<file path="src/rtl/vbeat_seq.sv">
// Vector beat sequencer: turns one vl/vsew op into a stream of VRF word indices and byte
// enables, masking tail bytes on the final beat.
module vbeat_seq #(
  parameter int unsigned VLEN          = 16384,
  parameter int unsigned VLMAX         = VLEN / 8,
  parameter int unsigned VL_BITS       = $clog2(VLMAX) + 1,
  parameter int unsigned DATA_WIDTH    = 64,
  parameter bit          ENABLE_64_BIT = 1'b1,
  parameter int unsigned IDX_BITS      = $clog2(VLEN / (DATA_WIDTH / 8))
) (
  input  logic                      clk,
  input  logic                      rst,
  input  logic                      in_valid,
  output logic                      in_ready,
  input  logic [VL_BITS-1:0]        in_vl,
  input  logic [2:0]                in_vsew,
  input  logic                      in_vill,
  output logic                      beat_valid,
  input  logic                      beat_ready,
  output logic [IDX_BITS-1:0]       beat_idx,
  output logic [DATA_WIDTH/8-1:0]   beat_be,
  output logic                      beat_last,
  output logic                      done,
  output logic                      err
);

  localparam int unsigned BPB  = DATA_WIDTH / 8;
  localparam int unsigned TB_W = $clog2(VLEN) + 1;
  localparam logic [TB_W-1:0] BpbW    = TB_W'(BPB);
  localparam logic [2:0]      MaxVsew = ENABLE_64_BIT ? 3'd3 : 3'd2;

  typedef enum logic [0:0] {StIdle, StRun} state_e;

  state_e              state_q, state_d;
  logic [TB_W-1:0]     rem_q, rem_d;
  logic [IDX_BITS-1:0] idx_q, idx_d;
  logic                done_q, done_d;
  logic                err_q, err_d;

  logic [TB_W-1:0]     tb_bytes;
  logic                illegal;
  logic [BPB-1:0]      tail_be;

  assign tb_bytes = TB_W'(in_vl) << in_vsew;
  assign illegal  = in_vill || (in_vsew > MaxVsew);

  always_comb begin
    tail_be = '0;
    for (int i = 0; i < BPB; i++) begin
      tail_be[i] = (rem_q > TB_W'(i));
    end
  end

  always_comb begin
    in_ready   = (state_q == StIdle);
    beat_valid = (state_q == StRun);
    beat_last  = beat_valid && (rem_q <= BpbW);
    beat_be    = '0;
    if (beat_valid) begin
      beat_be = beat_last ? tail_be : '1;
    end
    beat_idx = idx_q;
    done     = done_q;
    err      = err_q;
  end

  always_comb begin
    state_d = state_q;
    rem_d   = rem_q;
    idx_d   = idx_q;
    done_d  = 1'b0;
    err_d   = 1'b0;
    unique case (state_q)
      StIdle: begin
        if (in_valid) begin
          if (illegal) begin
            err_d = 1'b1;
          end else if (in_vl == '0) begin
            done_d = 1'b1;
          end else begin
            state_d = StRun;
            rem_d   = tb_bytes;
            idx_d   = '0;
          end
        end
      end
      StRun: begin
        if (beat_ready) begin
          if (beat_last) begin
            state_d = StIdle;
            done_d  = 1'b1;
          end else begin
            idx_d = idx_q + 1'b1;
            rem_d = rem_q - BpbW;
          end
        end
      end
      default: state_d = StIdle;
    endcase
  end

  always_ff @(posedge clk) begin
    if (rst) begin
      state_q <= StIdle;
      rem_q   <= '0;
      idx_q   <= '0;
      done_q  <= 1'b0;
      err_q   <= 1'b0;
    end else begin
      state_q <= state_d;
      rem_q   <= rem_d;
      idx_q   <= idx_d;
      done_q  <= done_d;
      err_q   <= err_d;
    end
  end

endmodule

</file>
<file path="config.mk">
export PLATFORM = sky130hd
export DESIGN_NAME = vbeat_seq
export DESIGN_NICKNAME = d
export VERILOG_FILES = /design/src/rtl/vbeat_seq.sv
export SDC_FILE = /design/constraint.sdc
export NUM_CORES = 1
export LEC_CHECK = 0
export BUFFER_PORTS_ARGS = -buffer_cell sky130_fd_sc_hd__buf_2
export CAP_MARGIN = 40
export CELL_PAD_IN_SITES_DETAIL_PLACEMENT = 1
export CELL_PAD_IN_SITES_GLOBAL_PLACEMENT = 1
export CORE_MARGIN = 1.5
export CORE_UTILIZATION = 41
export CTS_BUF_LIST = sky130_fd_sc_hd__clkbuf_8 sky130_fd_sc_hd__clkbuf_16
export DETAILED_ROUTE_END_ITERATION = 10
export PLACE_DENSITY_LB_ADDON = 0.1
export SETUP_SLACK_MARGIN = 0.1
export SYNTH_ARGS = -nofsm -noshare
export SYNTH_HDL_FRONTEND = slang
export SYNTH_SLANG_ARGS = --single-unit
</file>
<file path="constraint.sdc">
create_clock -name clk -period 2.8 [get_ports clk]
set_clock_uncertainty 0.15 [all_clocks]
set_input_delay 0.42 -clock clk [delete_from_list [all_inputs] [get_ports clk]]
set_output_delay 0.42 -clock clk [all_outputs]
set_load 0.01 [all_outputs]
</file>
==> results.yml <==
power_and_ir_drop:
  power_switching_mw: 0.433
  pwr-share-seq_pct: 33.0
  p_leak_nw: 1.09
  pwr-share-clk_pct: 34.9
  pwr-share-comb_pct: 32.1
  p_per_area_mw_per_mm2: 477
  sw_frac_of_total_pct: 32.8
  peakVddDrop_uv: 179
  intPower_mw: 0.888
sta:
  rsz0062_at_grt: "yes"
  finalSetupViolations: 0
  worst_slew_pin_slew_ns: 0.637
  slew_violations: 0
  layout_worst_path_cycle_share_pct: 97.4
  hold_slack_ns: 0.263
  max_freq_mhz: 367
  setup_tns_ns: 0
  hold_violations: 0
  min_period_ns: 2.73
  max_slew_margin_pct: 56.9
synth:
  netlist_area_sq_mm: 0.00230
  synth-edff-count: 0
  synth_flop_cell: "dfxtp_1"
  synth-seq-cells: 29
  async_flop_share_pct: 0
  ys_seq_area_share_pct: 25.3
  yosysUniqueCellTypes: 62
  syn-num-nets: 310
  syn_area_per_cell_sq_um: 8.00
  synthCells: 287
  synth_warnings: 0
cts:
  clkSlewWorstSetupHoldPaths_ns: 0.07
  numCtsBuffers: 5
  htree_levels: 2
  root_buffer: "clkbuf_8"
  clock-sinks: 29
  cts_tree: "done"
  hold_buffers: 0
  insertion_delay_ns: 0.29
  cts.path.max_buffers: 2
die:
  design.core.area_sq_mm: 0.00544
  die_y_um: 77.8
  start_util_pct: 42.2
  dieArea_sq_mm: 0.00606
  rows: 27
  die_w_um: 77.8
  ioPinCount: 44
global_route:
  grt_overflow: 0
  grt_util_met2_pct: 43.8
  grt_pass1_wl_um: 12600
  grt_pass1_vias: 2462
  grt.total_usage_pct: 26.2
  busiest_layer: "met2"
  grt_antenna_before_repair: 0
  grtUsageMet3_pct: 4.24
  grt_max_degree: 27
  grtUsageMet1_pct: 35.1
cells_and_area:
  nFillCells: 685
  syn2layout_area_growth_pct: 20.7
  fin_cells: 404
  final_util_pct: 51.0
  final_nets: 354
  final_layout_size_suffix_gt1_share_pct: 31.3
  antenna_cells: 0
  fin_area_sq_mm: 0.00277
setup_path:
  crit_fanout: 4
  critical_path_class: "flop to output pin"
  worstPathArrival_ns: 2.16
  crit_path_top_delay_cell: "or4_4"
  worstPathRequired_ns: 2.23
  endpoint_kind: "output pin"
  start_kind: "flop"
  max_stage_delay_ns: 0.54
  r2r_setup_slack_ns: 0.18
  crit_chain: "or4_4, or3b_4, or2_4, a22o_1, buf_2"
outcome:
  status: "complete, no violations"
drt:
  post_drt_wl_per_cell_um: 18.9
  detail_route.iter0.violations: 104
  vias: 2464
  ant_nets: 0
  drc: 0
  avgViaCountPerCell: 6.10
  dr.pass1.iters: 4
  drt-total-wl_um: 7640
run:
  maxCapViolCount: 0
placement:
  dp_hpwl_um: 5530
  place_area_sq_mm: 0.00260
  globalplace.congestion: 0.820
  portBuffers: 43
  dp.cells: 392
min_path:
  hold_class: "primary input to flop"
[sequential cells by signal (all words and copies together) (netlist names)]
register	cells
rem_q	15
beat_valid	1
done	1
err	1
beat_idx	11
[final cells by class]
class                   count  area [sq um]  share of cell area, %
multi-input cells         224          1590                   57.3
flip-flops and latches     29           589                   21.3
repair buffers             61           350                   12.6
well taps                  72          90.1                   3.25
clock buffers               6          82.6                   2.98
inverters                  10          37.5                   1.35
clock inverters             2          33.8                   1.22
[layout by cell type (no fill, tap or decap), drive strengths merged, types with 2 or more instances in the layout]
cell type   n
and2        2
inv        10
o211ai      4
nand2      30
o311ai      2
or4         7
a221o       2
nor2       17
clkbuf      6
buf        61
or3         2
nand3      12
nor4        6
a21oi      36
a32o        3
a211oi      2
ha          3
nand2b      3
a221oi      2
mux2i       7
nand4b      2
o31ai       2
a311oi      4
o31a        2
nand4       5
nor3       10
o2111ai     2
mux4        7
mux2        3
dfxtp      29
o22ai       6
a31oi       7
o21ai      14
and3        4
[cell families (layout without fill, tap and decap cells)]
| kind of cell | count (synthesis) | in the layout | synth area share (%) |
|---|---|---|---|
| adder cells (fa/ha/maj) | 3 | 3 | 1.64 |
| multiplexers | 17 | 17 | 11.4 |
| flip-flops | 29 | 29 | 25.3 |
| AND/OR/NAND/NOR | 106 | 106 | 25.1 |
| AO/OA/AOI/OAI | 98 | 98 | 30.1 |
| buffers and inverters | 34 | 79 | 6.43 |
[critical path, delay by kind of cell (launching register included)]
kind,cells,cell delay (ns)
compound gates,1,0.21
buf+inv,1,0.13
flops,1,0.33
simple gates,3,1.20
[repair_timing]
item	CTS	global route
endpoints found under the setup margin	7	7
hold endpoints to repair	0	0
gates resized for setup	8	2
pin swaps	5	0
setup buffers	4	0
[through the flow]
step | setup slack (ns) | power [mW]
floorplan | 0.304 | 0.709
global placement | 0.159 | 0.827
detailed placement | 0.130 | 0.833
CTS | 0.0792 | 1.32
global route | 0.0234 | 1.39
finish | 0.0729 | 1.32
[power by group through the flow]
stage,logic (mW),registers [mW],clock network [mW]
after floorplan,0.265,0.444,0
after global placement,0.381,0.446,0
after detailed placement,0.386,0.447,0
after CTS,0.417,0.436,0.467
after global routing,0.466,0.438,0.483
final,0.424,0.436,0.461
[Yosys cell counts, types with 2 or more instances]
cell type | number | share of area, %
a211oi_1 | 2 | 0.65
a21oi_1 | 35 | 7.6
a221o_1 | 2 | 0.87
a311oi_2 | 4 | 2.6
a31oi_1 | 7 | 1.9
a32o_1 | 3 | 1.3
and3_1 | 4 | 1.1
buf_2 | 4 | 0.87
buf_6 | 2 | 0.98
clkbuf_1 | 18 | 2.9
dfxtp_1 | 29 | 25
ha_1 | 3 | 1.6
inv_1 | 9 | 1.5
mux2_2 | 3 | 1.5
mux2i_1 | 7 | 3.1
mux4_2 | 7 | 6.9
nand2_1 | 29 | 4.7
nand2b_1 | 3 | 0.82
nand3_1 | 11 | 2.4
nand4_1 | 5 | 1.4
nand4b_1 | 2 | 0.76
nor2_1 | 17 | 2.8
nor3_1 | 7 | 1.5
nor3_2 | 3 | 1.3
nor4_1 | 6 | 1.6
o2111ai_1 | 2 | 0.76
o211ai_1 | 4 | 1.3
o21ai_0 | 9 | 2.0
o21ai_1 | 4 | 0.87
o22ai_1 | 6 | 1.6
o31a_1 | 2 | 0.76
o31ai_1 | 2 | 0.65
or3_1 | 2 | 0.54
or4_1 | 6 | 2.0
[per-layer routing]
layer  wire, um  part of all wire [%]
met1       3650                    48
met2       3670                    48
met3        246                   3.2
met4         70                  0.92
met5          0                     0
[final timing paths]
check | cells after the start | to | startpoint
setup / recovery | 5 | beat_be[5] | rem_q[11]$_SDFFE_PP0P_
hold / removal | 2 | err$_SDFF_PP0_ | in_valid
setup reg to reg | 6 | rem_q[14]$_SDFFE_PP0P_ | rem_q[11]$_SDFFE_PP0P_
hold reg to reg | 2 | beat_idx[8]$_SDFFE_PP0P_ | beat_idx[8]$_SDFFE_PP0P_
No activity file was read; power rests on OpenSTA's default activity.
